## config.mk

```make
export PLATFORM = sky130hd
export DESIGN_NAME = traceback_unit
export DESIGN_NICKNAME = d
export VERILOG_FILES = /design/src/rtl/traceback_unit.sv
export SDC_FILE = /design/constraint.sdc
export NUM_CORES = 1
export LEC_CHECK = 0
export CORE_AREA = 2 2 85 120
export CTS_BUF_LIST = sky130_fd_sc_hd__clkbuf_16
export DETAILED_ROUTE_END_ITERATION = 8
export DIE_AREA = 0 0 87 122
export GPL_TIMING_DRIVEN = 0
export PLACE_DENSITY_LB_ADDON = 0.25
export SLEW_MARGIN = 0
export SYNTH_ARGS = -nofsm -noshare
export SYNTH_HDL_FRONTEND = slang
export SYNTH_SLANG_ARGS = --single-unit
```

## constraint.sdc

```tcl
create_clock -name clk -period 4.25 [get_ports clk]
set_input_delay 0.425 -clock clk [delete_from_list [all_inputs] [get_ports clk]]
set_output_delay 0.425 -clock clk [all_outputs]
set_load 0.05 [all_outputs]
```

## src/rtl/traceback_unit.sv

```systemverilog
// Affine-gap traceback walker: reads direction words from the array's RAMs,
// walks back from (tb_x, tb_y) and streams one alignment op per step.
module traceback_unit #(
  parameter int N                = 4,
  parameter int DIRECTION_WIDTH  = 5,
  parameter int ADDRESS_WIDTH    = 10,
  parameter int MEM_AMOUNT_WIDTH = 4,
  parameter int LOG_N            = 2,
  parameter int RD_LAT           = 1
) (
  input  logic                          clk,
  input  logic                          reset_i,
  input  logic                          start,
  input  logic                          sys_busy,
  input  logic [ADDRESS_WIDTH-1:0]      tb_x,
  input  logic [ADDRESS_WIDTH-1:0]      tb_y,
  output logic [MEM_AMOUNT_WIDTH-1:0]   mem_block_num,
  output logic [ADDRESS_WIDTH-1:0]      row_num,
  input  logic [N*DIRECTION_WIDTH-1:0]  row_k0,
  output logic                          op_valid,
  input  logic                          op_ready,
  output logic [1:0]                    op,
  output logic                          busy,
  output logic                          done,
  output logic                          err,
  output logic [ADDRESS_WIDTH-1:0]      start_x,
  output logic [ADDRESS_WIDTH-1:0]      start_y,
  output logic [ADDRESS_WIDTH-1:0]      op_cnt
);
  localparam logic [1:0] OP_M = 2'd0, OP_I = 2'd1, OP_D = 2'd2;
  localparam logic [ADDRESS_WIDTH-1:0] ONE = ADDRESS_WIDTH'(1);
  localparam logic [7:0] WLAST = 8'(RD_LAT - 1);

  typedef enum logic [2:0] {S_IDLE, S_ISSUE, S_WAIT, S_DECODE, S_FIN} state_t;
  typedef enum logic [2:0] {G_H, G_E, G_EH, G_F, G_FH} gstate_t;

  state_t r_state, w_state_nx;
  gstate_t r_g, w_gnext;
  logic [ADDRESS_WIDTH-1:0] r_x, r_y, w_xm1, w_nx, w_ny;
  logic [DIRECTION_WIDTH-1:0] r_w;
  logic [7:0] r_wcnt;
  logic w_ld, w_dx, w_dy, w_stop, w_bad, w_dec_go, w_edge, w_start_ok;
  logic [1:0] w_opc;
  logic [DIRECTION_WIDTH-1:0] w_lanes [N];
  logic [LOG_N-1:0] w_lane;

  for (genvar j = 0; j < N; j++) begin : g_lane
    assign w_lanes[j] = row_k0[j*DIRECTION_WIDTH +: DIRECTION_WIDTH];
  end

  assign w_xm1      = r_x - ONE;
  assign w_lane     = w_xm1[LOG_N-1:0];
  assign w_nx       = r_x - {{(ADDRESS_WIDTH-1){1'b0}}, w_dx};
  assign w_ny       = r_y - {{(ADDRESS_WIDTH-1){1'b0}}, w_dy};
  assign w_edge     = (w_nx == '0) || (w_ny == '0);
  assign w_dec_go   = (r_state == S_DECODE) && (!op_valid || op_ready);
  assign w_start_ok = start && !sys_busy;

  // Decode the latched word against the current walk state.
  always_comb begin
    w_ld = 1'b0; w_opc = OP_M; w_dx = 1'b0; w_dy = 1'b0;
    w_gnext = r_g; w_stop = 1'b0; w_bad = 1'b0;
    case (r_g)
      G_H: case (r_w[2:0])
        3'd0: begin w_ld = 1'b1; w_opc = OP_M; w_dx = 1'b1; w_dy = 1'b1; w_gnext = G_H; end
        3'd1: begin w_ld = 1'b1; w_opc = OP_I; w_dx = 1'b1; w_gnext = r_w[3] ? G_E  : G_H; end
        3'd2: begin w_ld = 1'b1; w_opc = OP_I; w_dx = 1'b1; w_gnext = r_w[4] ? G_EH : G_H; end
        3'd3: begin w_ld = 1'b1; w_opc = OP_D; w_dy = 1'b1; w_gnext = r_w[3] ? G_F  : G_H; end
        3'd4: begin w_ld = 1'b1; w_opc = OP_D; w_dy = 1'b1; w_gnext = r_w[4] ? G_FH : G_H; end
        3'd5: w_stop = 1'b1;
        default: begin w_stop = 1'b1; w_bad = 1'b1; end
      endcase
      G_E:  begin w_ld = 1'b1; w_opc = OP_I; w_dx = 1'b1; w_gnext = r_w[3] ? G_E  : G_H; end
      G_EH: begin w_ld = 1'b1; w_opc = OP_I; w_dx = 1'b1; w_gnext = r_w[4] ? G_EH : G_H; end
      G_F:  begin w_ld = 1'b1; w_opc = OP_D; w_dy = 1'b1; w_gnext = r_w[3] ? G_F  : G_H; end
      G_FH: begin w_ld = 1'b1; w_opc = OP_D; w_dy = 1'b1; w_gnext = r_w[4] ? G_FH : G_H; end
      default: begin w_stop = 1'b1; w_bad = 1'b1; end
    endcase
  end

  always_comb begin
    w_state_nx = r_state;
    case (r_state)
      S_IDLE:   if (w_start_ok) w_state_nx = (tb_x == '0 || tb_y == '0) ? S_FIN : S_ISSUE;
      S_ISSUE:  w_state_nx = S_WAIT;
      S_WAIT:   if (r_wcnt == WLAST) w_state_nx = S_DECODE;
      S_DECODE: if (w_dec_go) w_state_nx = (w_stop || w_edge) ? S_FIN : S_ISSUE;
      S_FIN:    if (!op_valid) w_state_nx = S_IDLE;
      default:  w_state_nx = S_IDLE;
    endcase
  end

  always_ff @(posedge clk) begin
    if (reset_i) r_state <= S_IDLE;
    else         r_state <= w_state_nx;
  end

  always_ff @(posedge clk) begin
    if (reset_i) begin
      r_x <= '0; r_y <= '0; r_g <= G_H; r_w <= '0; r_wcnt <= '0;
      mem_block_num <= '0; row_num <= '0; op_valid <= 1'b0; op <= OP_M;
      busy <= 1'b0; done <= 1'b0; err <= 1'b0;
      start_x <= '0; start_y <= '0; op_cnt <= '0;
    end else begin
      done <= 1'b0;
      if (op_valid && op_ready) op_valid <= 1'b0;
      case (r_state)
        S_IDLE: if (w_start_ok) begin
          r_x <= tb_x; r_y <= tb_y; r_g <= G_H;
          op_cnt <= '0; err <= 1'b0; busy <= 1'b1;
        end
        S_ISSUE: begin
          mem_block_num <= MEM_AMOUNT_WIDTH'(w_xm1 >> LOG_N);
          row_num       <= r_y - ONE;
          r_wcnt        <= '0;
        end
        S_WAIT: begin
          if (r_wcnt == WLAST) r_w <= w_lanes[w_lane];
          else                 r_wcnt <= r_wcnt + 8'd1;
        end
        S_DECODE: if (w_dec_go) begin
          if (w_ld) begin
            op_valid <= 1'b1; op <= w_opc;
            r_x <= w_nx; r_y <= w_ny; r_g <= w_gnext;
            if (op_cnt != '1) op_cnt <= op_cnt + ONE;
          end
          if (w_bad) err <= 1'b1;
        end
        S_FIN: if (!op_valid) begin
          // Last move stepped past the first aligned cell, so add one back.
          start_x <= r_x + ONE; start_y <= r_y + ONE;
          done <= 1'b1; busy <= 1'b0;
        end
        default: ;
      endcase
    end
  end
endmodule

```

* Word level (Yosys, flattened, before mapping)
Cells that the tools add are included.
** Word-level totals
- Register bits :: 89
- Input bits :: 45
- Output and inout port bits :: 50
- Logic and storage cells :: 151
** Operators by class
- Add/sub/neg operators :: 8
- Order comparisons :: 1
- Eq/ne operators :: 24
- Multiplexer cells :: 59
- Bitwise gates (word level) :: 3
- Reductions and logical operators :: 40
** Operators with widths (number)
- $mux 10 :: 10
- $pmux 10 s2 :: 3
- $pmux 3 s5 :: 3
- $logic_not 10->1 :: 4
- $add 10x1->10 const B :: 3
- $mux 3 :: 10
- $sub 10x1->10 :: 2
- $eq 3x2->1 const B :: 6
- $mux 1 :: 16
- $pmux 8 s2 :: 1
- $ne 2x2->1 const B :: 7
- $pmux 1 s2 :: 7
- $eq 3x3->1 const B :: 4
- $reduce_and 4->1 :: 3
- $bmux 5 s2 :: 1
- $mux 5 :: 2
- $ne 10x10->1 const B :: 1
- $reduce_or 2->1 :: 5
- $sub 10x1->10 const B :: 1
- $eq 3x1->1 const B :: 3
- $logic_not 3->1 :: 3
- $add 8x1->8 const B :: 1
- $logic_not 8->1 :: 1
- $mux 8 :: 1
- 23 further kinds :: 37

* Depth between registers and ports, before layout
Gate-level depths: netlist of the first run.
- Word-level depth :: 11
- Mapped depth :: 12
- Depth with buffers taken out :: 11

* Worst setup path before layout of the first run
No wires, ideal clock.
- Path kind :: register to register
- From :: register r_g[0]
- To :: register r_state[2]
- Setup time :: 0.125 ns
- Data arrival time :: 2.875 ns
- Data required time :: 4.125 ns
- Setup slack :: 1.250 ns
- Cell stages (with the launch flop) :: 13
- Buffers on the path :: 2
- Clock period less this slack :: 3.000 ns
- Cell sequence :: dfxtp_1 buf_2 or2_2 clkbuf_1 nor2_1 a211oi_1 ha_1 ha_1 or3b_2 or4_1 nor4b_1 a211oi_1 o22ai_1
** On the way
- Longest elaborated chain between the ends :: 10
- Elaborated cells between the ends (all ways) :: 20
- Classes of those cells :: 2 x add/sub; 4 x eq/ne; 6 x mux; 8 x reduce/logical
** Ends and longest elaborated chain
- start, declared :: RTL line 38 : gstate_t r_g, w_gnext;
- start signal, assigned :: RTL line 124 : r_x <= w_nx; r_y <= w_ny; r_g <= w_gnext;
- $eq 3x2->1 (tied with other cells) :: RTL line 63 : case (r_g)
- $reduce_or 2->1 (no source line)
- $pmux 1 s2 :: RTL line 63
- $sub 10x1->10, on equally long branches :: RTL line 53, 54
- $logic_not 10->1 :: RTL line 55 : assign w_edge = (w_nx == '0) || (w_ny == '0);
- $logic_or 1x1->1 :: RTL line 55
- $logic_or 1x1->1 (*) :: RTL line 87 : S_DECODE: if (w_dec_go) w_state_nx = (w_stop || w_edge) ? S_FIN : S_ISSUE;
- $mux 3 (*) (2 in series) :: RTL line 87
- $pmux 3 s5 (*) :: RTL line 83 : case (r_state)
- end signal, assigned :: RTL line 95 : else r_state <= w_state_nx;
- end, declared :: RTL line 37 : state_t r_state, w_state_nx;
Mark *: on every way between the ends. The rest lies on a longest branch, timed or not. The select of a mux whose other input is x is not followed.
A chain may end at the register's enable or synchronous reset.

* Worst setup path after layout of the first run
- From :: register r_g[0]
- To :: register r_state[0]
The elaborated chain is that of the path after synthesis.

==> impl_metrics.yaml, run 1 <==
logic_synthesis:
  netlist_area_um2: 4970
  ys_async_sr_fraction_pct: 0
  syn-num-nets: 662
  synth_seq_area_share_pct: 35.9
  ys_top_cells_by_area: "dfxtp_1 (36%), nor2_1 (6.7%), a211oi_1 (5.6%), xor2_1 (4.4%), a21oi_1 (4.3%)"
  synth-seq-cells: 89
  synth_edf_count: 0
  synthCells: 606
  synth.largest_area_cell: "dfxtp_1"
  netlist-cell-type-count: 59
  synth_area_per_cell_um2: 8.20
  yosysTopAreaCellShare_pct: 35.9
  synth_common_cells: "dfxtp_1 (89), nor2_1 (89), a21oi_1 (43), nand2_1 (43), a211oi_1 (37)"
  ys_warn_count: 0
  ys.flop_type: "dfxtp_1"
route:
  wl_per_cell_um: 17.3
  drt-initial-drc-count: 315
  first_pass_iters: 5
  drc: 0
  drtAntennaViolNets: 0
  totalWireLength_um: 14300
  dr_total_vias: 4898
  vias_per_cell: 5.92
timing:
  worst_pin_slew_ns: 1.14
  setup_viol: 0
  slew_headroom_pct: 23.3
  rsz0062_at_grt: "no"
  fmax_mhz: 271
  finalMaxSlewViolations: 0
  final.setup.tns_ns: 0
  min_period_ns: 3.69
  fin_skew_ns: 0.00520
  min_period_over_period_pct: 86.8
  final-hold-violation-count: 0
min_path:
  min_path_cells: 2
  hp-class: "flip-flop to flip-flop"
critical_path:
  cp-end-kind: "flip-flop"
  start_kind: "flip-flop"
  r2r-start: "r_g[0]"
  ff2ff_setup_slack_ns: 0.56
  critPathKind: "flip-flop to flip-flop"
  r2r_end: "r_state[0]"
  path_max_fanout: 10
  cp-startpoint: "r_g[0]"
  worstPathArrival_ns: 3.92
  crit_required_ns: 4.48
  rr_worst_depth: 12
  cp-endpoint: "r_state[0]"
floorplan:
  fp.coreArea_um2: 9630
  dieArea_um2: 10600
  die-width_um: 87
  start_util_pct: 51.6
  ioPinCount: 95
  fp.dieH_um: 122
  rows: 43
clock_network:
  worstSkewPairLatency_ns: 0.34
  clk_path_buf_depth: 2
  root_buffer: "clkbuf_16"
  cts_made_buffers: 9
  postCtsHoldBufs: 0
  cts_resized: 0
  cts_tree: "yes"
  cts_sinks: 89
  postCtsSetupRepairBufs: 0
  cts.reportedPaths.clkPinSlew_ns: 0.06
  h-tree-depth: 3
power_and_ir_drop:
  peakVddDrop_v: 0.000247
  cellPowerDensity_nw_per_um2: 401
  p_leak_nw: 2.20
final_layout:
  fin_util_pct: 65.6
  drive_gt1_share_pct: 6.15
  diodes: 0
  syn2layout_area_growth_pct: 27.2
  final_cells: 827
  fin_nets: 766
grt:
  gr-total-overflow: 0
  grt_max_degree: 14
  grt_pass1_vias: 4599
  grtUsageTotal_pct: 27.6
  grt_pass1_wl_um: 23000
  antenna_found_initial: 0
placed_design:
  io_buffers: 93
  dp_hpwl_um: 10800
  gp_congestion: 0.915
  placed_cells: 811
run:
  maxCapViolations: 0
status:
  status: "completed"
==> flip-flops by register name, indices dropped and copies added (netlist names) <==
| name | count |
|---|---|
| r_g | 3 |
| r_state | 3 |
| r_y | 10 |
| op_valid | 1 |
| row_num | 10 |
| r_wcnt | 8 |
| done | 1 |
| op_cnt | 10 |
| busy | 1 |
| start_x | 10 |
| r_x | 10 |
| op | 2 |
| err | 1 |
| mem_block_num | 4 |
| start_y | 10 |
| r_w | 5 |
==> cell type report <==
type / instances / area, um^2
sequential: 89 / 1780
multi-input combinational: 463 / 2970
clock buffer: 9 / 225
inverter: 9 / 33.8
buffer: 45 / 183
timing repair buffer: 93 / 931
clock inverter: 7 / 53.8
tap: 112 / 140
fill: 812 / 3310
==> layer usage <==
layer  vias up  track usage, %  wire, um
met3        41            4.74       768
li1       2395               -         -
met5         -               0         0
met2       170            47.9      7280
met1      2292            32.2      5730
met4         0            14.0       548
==> cells by family (layout without fill, tap and decap cells) <==
family / count (synthesis) / after routing / synth area share (%)
multiplexers: 13 / 13 / 3.90
AND/OR/NAND/NOR: 256 / 256 / 26.5
AO/OA/AOI/OAI: 137 / 137 / 18.5
buffers and inverters: 54 / 163 / 4.36
XOR/XNOR: 46 / 46 / 8.11
flip-flops: 89 / 89 / 35.9
adder cells (fa/ha/maj): 11 / 11 / 2.77
==> per-stage QoR <==
| stage | total power, mW | instance area [um^2] | hold WS [ns] | setup WS [ns] |
|---|---|---|---|---|
| 4_1_cts | 2.53 | 6320 | 0.460 | 0.629 |
| 2_1_floorplan | 1.52 | 4970 | 0.484 | 1.25 |
| 6_report | 2.53 | 6320 | 0.457 | 0.560 |
| 3_5_place_dp | 1.77 | 6040 | 0.450 | 0.661 |
| 5_1_grt | 2.64 | 6320 | 0.484 | 0.419 |
| 3_3_place_gp | 1.75 | 6040 | 0.449 | 0.698 |
==> worst max-delay path: stages (launching register included) <==
cell	delay (ns)
dfxtp_1	0.35
buf_2	0.22
or2_2	0.14
clkbuf_1	0.22
nor2_1	0.11
a211oi_1	0.31
ha_1	0.27
ha_1	0.26
or3b_2	0.54
o31a_1	0.26
nor4b_1	0.68
a21o_1	0.16
o2bb2ai_1	0.07
==> how the worst min path moves through the flow <==
| stage | startpoint | endpoint |
|---|---|---|
| after CTS | start_x[1] | start_x[1] |
| after floorplan | r_wcnt[7] | r_wcnt[7] |
| final | start_x[1] | start_x[1] |
| after global placement | start_x[1] | start_x[1] |
| after global routing | row_num[0] | row_num[0] |
| after detailed placement | start_x[1] | start_x[1] |
==> placed cells by master (no fill, tap or decap), types with 5 or more instances in the layout <==
cell and n:
mux4_2 5, a21oi_1 43, clkdlybuf4s50_1 93, nand2b_1 10, a31oi_1 5, and3_1 11, a211oi_1 37, nor3_1 15
o21ai_0 17, inv_1 11, nor4_1 12, nand4_1 5, clkbuf_16 9, mux2i_1 7, dfxtp_1 89, nand3_1 22
xnor2_1 21, ha_1 11, nand2_1 43, nor2_1 89, xor2_1 25, nor4b_1 5, buf_2 8, clkbuf_1 32
or3_1 7, or3b_2 6
==> where the power goes <==
group | internal [mW] | switching [mW]
logic | 0.322 | 0.499
registers | 0.892 | 0.0522
clock network | 0.444 | 0.324
No activity file was read; power rests on OpenSTA's default activity.
==> inputs of run 2 (changes only) <==
--- a/config.mk
+++ b/config.mk
@@ -5,6 +5,7 @@
 export SDC_FILE = /design/constraint.sdc
 export NUM_CORES = 1
 export LEC_CHECK = 0
+export CAP_MARGIN = 40
 export CORE_AREA = 2 2 85 120
 export CTS_BUF_LIST = sky130_fd_sc_hd__clkbuf_16
 export DETAILED_ROUTE_END_ITERATION = 8
==> run 2 against run 1 <==
- global-route usage shrank 0.20 points
- combinational power grew 0.7%
- clock power up 6.9%
- first-iteration DRC count is 17% higher
- design area rose by 0.67%
- via count rose by 1.6%
- count of clock-buffer cells in the layout did not move
- clock skew is 0.00063 ns higher
- routed wire length increased by 0.92%
- largest cell class unchanged
==> impl_metrics.yaml, run 2 (synthesized netlist as in run 1, its figures left out) <==
final_layout:
  diodes: 0
  fin_nets: 768
  syn2layout_area_growth_pct: 28.0
  drive_gt1_share_pct: 6.42
  mostFrequentLayoutCell: "clkdlybuf4s50_1"
  final_cell_mix: "clkdlybuf4s50_1 (93), nor2_1 (89), dfxtp_1 (89)"
grt:
  grtUsageTotal_pct: 27.4
  grt_pass1_wl_um: 22800
  grt_max_degree: 14
  grt_pass1_vias: 4698
  antenna_found_initial: 0
  gr-total-overflow: 0
clock_network:
  clk_path_buf_depth: 2
  cts_made_buffers: 9
  cts.reportedPaths.clkPinSlew_ns: 0.06
  cts_sinks: 89
  postCtsSetupRepairBufs: 0
  cts_tree: "yes"
  root_buffer: "clkbuf_16"
  postCtsHoldBufs: 0
  h-tree-depth: 3
  worstSkewPairLatency_ns: 0.34
  cts_resized: 0
floorplan:
  ioPinCount: 95
  fp.dieH_um: 122
  rows: 43
  fp.coreArea_um2: 9630
  dieArea_um2: 10600
  start_util_pct: 51.6
  die-width_um: 87
placed_design:
  io_buffers: 93
  gp_congestion: 0.915
  dp_hpwl_um: 10900
  place_ws_ns: 0.678
route:
  drtAntennaViolNets: 0
  drt-initial-drc-count: 367
  vias_per_cell: 6.00
  first_pass_iters: 4
  drc: 0
  dr_total_vias: 4975
  wl_per_cell_um: 17.4
  totalWireLength_um: 14500
timing:
  slew_headroom_pct: 44.3
  min_period_ns: 3.66
  finalMaxSlewViolations: 0
  fmax_mhz: 273
  min_period_over_period_pct: 86.2
  setup_viol: 0
  final-hold-violation-count: 0
  layout_setup_ws_ns: 0.587
  final.setup.tns_ns: 0
  worst_pin_slew_ns: 0.834
  fin_skew_ns: 0.00583
  whs_ns: 0.457
  rsz0062_at_grt: "no"
critical_path:
  start_kind: "flip-flop"
  crit_required_ns: 4.48
  worstPathArrival_ns: 3.89
  critPathKind: "flip-flop to flip-flop"
  path_max_fanout: 10
  cp-end-kind: "flip-flop"
run:
  maxCapViolations: 0
power_and_ir_drop:
  peakVddDrop_v: 0.000211
  cellPowerDensity_nw_per_um2: 408
  p_leak_nw: 2.23
min_path:
  hp-class: "flip-flop to flip-flop"
status:
  status: "completed"
[run 2: cell type report]
type	instances	area, um^2
inverters	9	33.8
clock buffers	9	225
clock inverters	7	78.8
flip-flops and latches	89	1780
multi-input cells	463	2970
plain buffers	45	183
fillers	841	3270
repair buffers	95	948
well taps	112	140
[run 2: critical path, stage by stage, from the launching register on]
cell and delay [ns]:
dfxtp_1 0.35, buf_2 0.22, or2_2 0.14, clkbuf_1 0.22, nor2_1 0.12, a211oi_1 0.30, ha_1 0.25, ha_1 0.25
or3b_2 0.53, o31a_1 0.26, nor4b_1 0.69, a21o_1 0.16, o2bb2ai_1 0.07
[run 2: worst paths after layout]
path	from	to	slack [ns]	cells after the start
setup / recovery	r_g[0]	r_state[0]	0.59	12
hold / removal	start_x[1]	start_x[1]	0.46	2
setup reg to reg	r_g[0]	r_state[0]	0.59	12
hold reg to reg	start_x[1]	start_x[1]	0.46	2
[run 2: metal layers]
| metal | vias to the layer above | track usage (%) | share of wire, % |
|---|---|---|---|
| met5 | - | 0 | 0 |
| met4 | 0 | 15.8 | 5.2 |
| met3 | 52 | 5.08 | 5.5 |
| met2 | 181 | 48.1 | 50 |
| met1 | 2353 | 30.3 | 39 |
| li1 | 2389 | - | - |
[run 2: where the power goes]
part | switching, mW | total, mW | internal [mW]
sequential | 0.0531 | 0.945 | 0.892
clock | 0.317 | 0.822 | 0.505
combinational | 0.500 | 0.827 | 0.327
[run 2: metrics by stage]
stage / area (um^2) / utilization [%] / total power [mW] / instances
6_report: 6360 / 66.1 / 2.59 / 829
4_1_cts: 6360 / 66.1 / 2.59 / 829
2_1_floorplan: 4970 / - / 1.52 / 606
3_3_place_gp: 6040 / 62.7 / 1.75 / 811
5_1_grt: 6360 / 66.1 / 2.71 / 829
3_5_place_dp: 6060 / 62.9 / 1.77 / 813
==> inputs of run 3 (changes only) <==
--- a/config.mk
+++ b/config.mk
@@ -6,10 +6,10 @@
 export NUM_CORES = 1
 export LEC_CHECK = 0
 export CAP_MARGIN = 40
-export CORE_AREA = 2 2 85 120
+export CORE_AREA = 2 2 82 116
 export CTS_BUF_LIST = sky130_fd_sc_hd__clkbuf_16
 export DETAILED_ROUTE_END_ITERATION = 8
-export DIE_AREA = 0 0 87 122
+export DIE_AREA = 0 0 84 118
 export GPL_TIMING_DRIVEN = 0
 export PLACE_DENSITY_LB_ADDON = 0.25
 export SLEW_MARGIN = 0
==> constraint.sdc (replaced) <==
create_clock -name clk -period 4.5 [get_ports clk]
set_input_delay 0.45 -clock clk [delete_from_list [all_inputs] [get_ports clk]]
set_output_delay 0.45 -clock clk [all_outputs]
set_load 0.05 [all_outputs]
==> run 3 against run 2 <==
- final cell count is 0.60% lower
- sequential cell count stayed put
- clock power is 19% lower
- die area is 6.6% lower
- routed wire length is 0.71% lower
- first-iteration DRC count is 0.27% higher
- register-to-register slack better by 0.18 ns
- sequential share of layout area is 0.27 points higher
- sequential power is 5.6% lower
- design area is 0.94% lower
- clock skew hardly changed
==> impl_metrics.yaml, run 3 (synthesized netlist as in run 1, its figures left out) <==
status:
  status: "completed"
clock_network:
  cts_tree: "yes"
  clk_path_buf_depth: 2
  cts_made_buffers: 9
  root_buffer: "clkbuf_16"
  postCtsHoldBufs: 0
  postCtsSetupRepairBufs: 0
  cts.reportedPaths.clkPinSlew_ns: 0.06
  h-tree-depth: 3
  cts_resized: 0
  cts_sinks: 89
  worstSkewPairLatency_ns: 0.34
floorplan:
  rows: 41
  die-width_um: 84
  ioPinCount: 95
  dieArea_um2: 9910
  fp.coreArea_um2: 8870
  start_util_pct: 56.0
  fp.dieH_um: 118
final_layout:
  fin_nets: 768
  mostFrequentLayoutCell: "clkdlybuf4s50_1"
  fill_cells: 741
  drive_gt1_share_pct: 6.28
  fin_util_pct: 71.0
  final_cell_mix: "clkdlybuf4s50_1 (93), nor2_1 (89), dfxtp_1 (89)"
  syn2layout_area_growth_pct: 26.8
  diodes: 0
  postLayoutCellArea_um2: 6300
  final_cells: 824
placed_design:
  io_buffers: 93
  place_ws_ns: 0.881
  dp_hpwl_um: 10900
  gp_congestion: 0.935
  placed_cell_area_um2: 6040
  placed_cells: 808
timing:
  setup_viol: 0
  finalMaxSlewViolations: 0
  slew_headroom_pct: 38.3
  fin_skew_ns: 0.00591
  layout_setup_ws_ns: 0.768
  rsz0062_at_grt: "no"
  min_period_over_period_pct: 82.9
  final-hold-violation-count: 0
  min_period_ns: 3.73
  whs_ns: 0.474
  worst_pin_slew_ns: 0.923
  final.setup.tns_ns: 0
  fmax_mhz: 268
grt:
  grt_pass1_wl_um: 23400
  grt_pass1_vias: 4866
  antenna_found_initial: 0
  grtUsageTotal_pct: 29.2
  grt_max_degree: 14
  gr-total-overflow: 0
min_path:
  min_path_cells: 2
  holdPathEnd: "row_num[0]"
  hp-class: "flip-flop to flip-flop"
  hold_start: "row_num[0]"
route:
  dr_total_vias: 5024
  drtAntennaViolNets: 0
  first_pass_iters: 5
  wl_per_cell_um: 17.4
  totalWireLength_um: 14400
  drt-initial-drc-count: 368
  drc: 0
  vias_per_cell: 6.10
critical_path:
  rr_worst_depth: 12
  r2r-start: "r_g[0]"
  r2r_end: "r_state[2]"
  worstPathArrival_ns: 3.99
  critPathKind: "flip-flop to flip-flop"
  ff2ff_setup_slack_ns: 0.77
  cp-end-kind: "flip-flop"
  path_max_fanout: 10
  slowest_stage: "nor4b_1"
  crit_chain: "buf_2 -> or2_2 -> clkbuf_1 -> nor2_1 -> a211oi_1 -> ha_1 -> ha_1 -> or3b_2 -> o31a_1 -> nor4b_1 -> a211oi_1 -> o22ai_1"
  start_kind: "flip-flop"
  cpPeakStageDelay_ns: 0.64
  crit_required_ns: 4.75
power_and_ir_drop:
  cellPowerDensity_nw_per_um2: 369
  peakVddDrop_v: 0.000279
  p_leak_nw: 2.20
  total_power_mw: 2.33
run:
  maxCapViolations: 0
[run 3: cell types whose count changed in the layout (fill, tap and decap cells not counted)]
cell / before / now
bufinv_16: 2 / 0
clkinvlp_4: 0 / 1
clkdlybuf4s18_2: 1 / 0
clkinv_2: 0 / 1
buf_1: 4 / 5
[run 3: routing by layer]
| metal | part of all wire, % | track usage, % |
|---|---|---|
| met4 | 4.5 | 16.6 |
| met5 | 0 | 0 |
| met2 | 49 | 49.4 |
| met3 | 6.2 | 4.84 |
| met1 | 40 | 34.5 |
[run 3: layout make-up]
cell class	count	area [um^2]	area share [%]
Clock buffer	9	225	3.57
Clock inverter	7	31.3	0.496
Buffer	45	183	2.90
Sequential cell	89	1780	28.3
Tap cell	107	134	2.12
Timing Repair Buffer	95	942	15.0
Multi-Input combinational cell	463	2970	47.1
Inverter	9	33.8	0.536
[run 3: worst max-delay path by stage]
stage                       to  slack (ns)  cells past startpoint  startpoint
global placement    r_state[2]        0.98                     11      r_g[0]
floorplan           r_state[2]        1.50                     12      r_g[0]
global route        r_state[2]        0.74                     12      r_g[0]
CTS                 r_state[2]        0.88                     12      r_g[0]
detailed placement  r_state[2]        0.88                     12      r_g[0]
finish              r_state[2]        0.77                     12      r_g[0]
[run 3: report_power, final]
| group | switching [mW] | internal [mW] | total (mW) |
|---|---|---|---|
| registers | 0.0491 | 0.843 | 0.892 |
| clock network | 0.301 | 0.363 | 0.664 |
| logic | 0.468 | 0.304 | 0.772 |
[run 3: worst max-delay path, delay by kind of cell, from the launching register on]
family	cells	cell delay [ns]
and+or+nand+nor	4	1.42
AOI/OAI and AO/OA	4	0.93
adders and majority gates	2	0.49
buffers and inverters	2	0.45
DFF	1	0.35
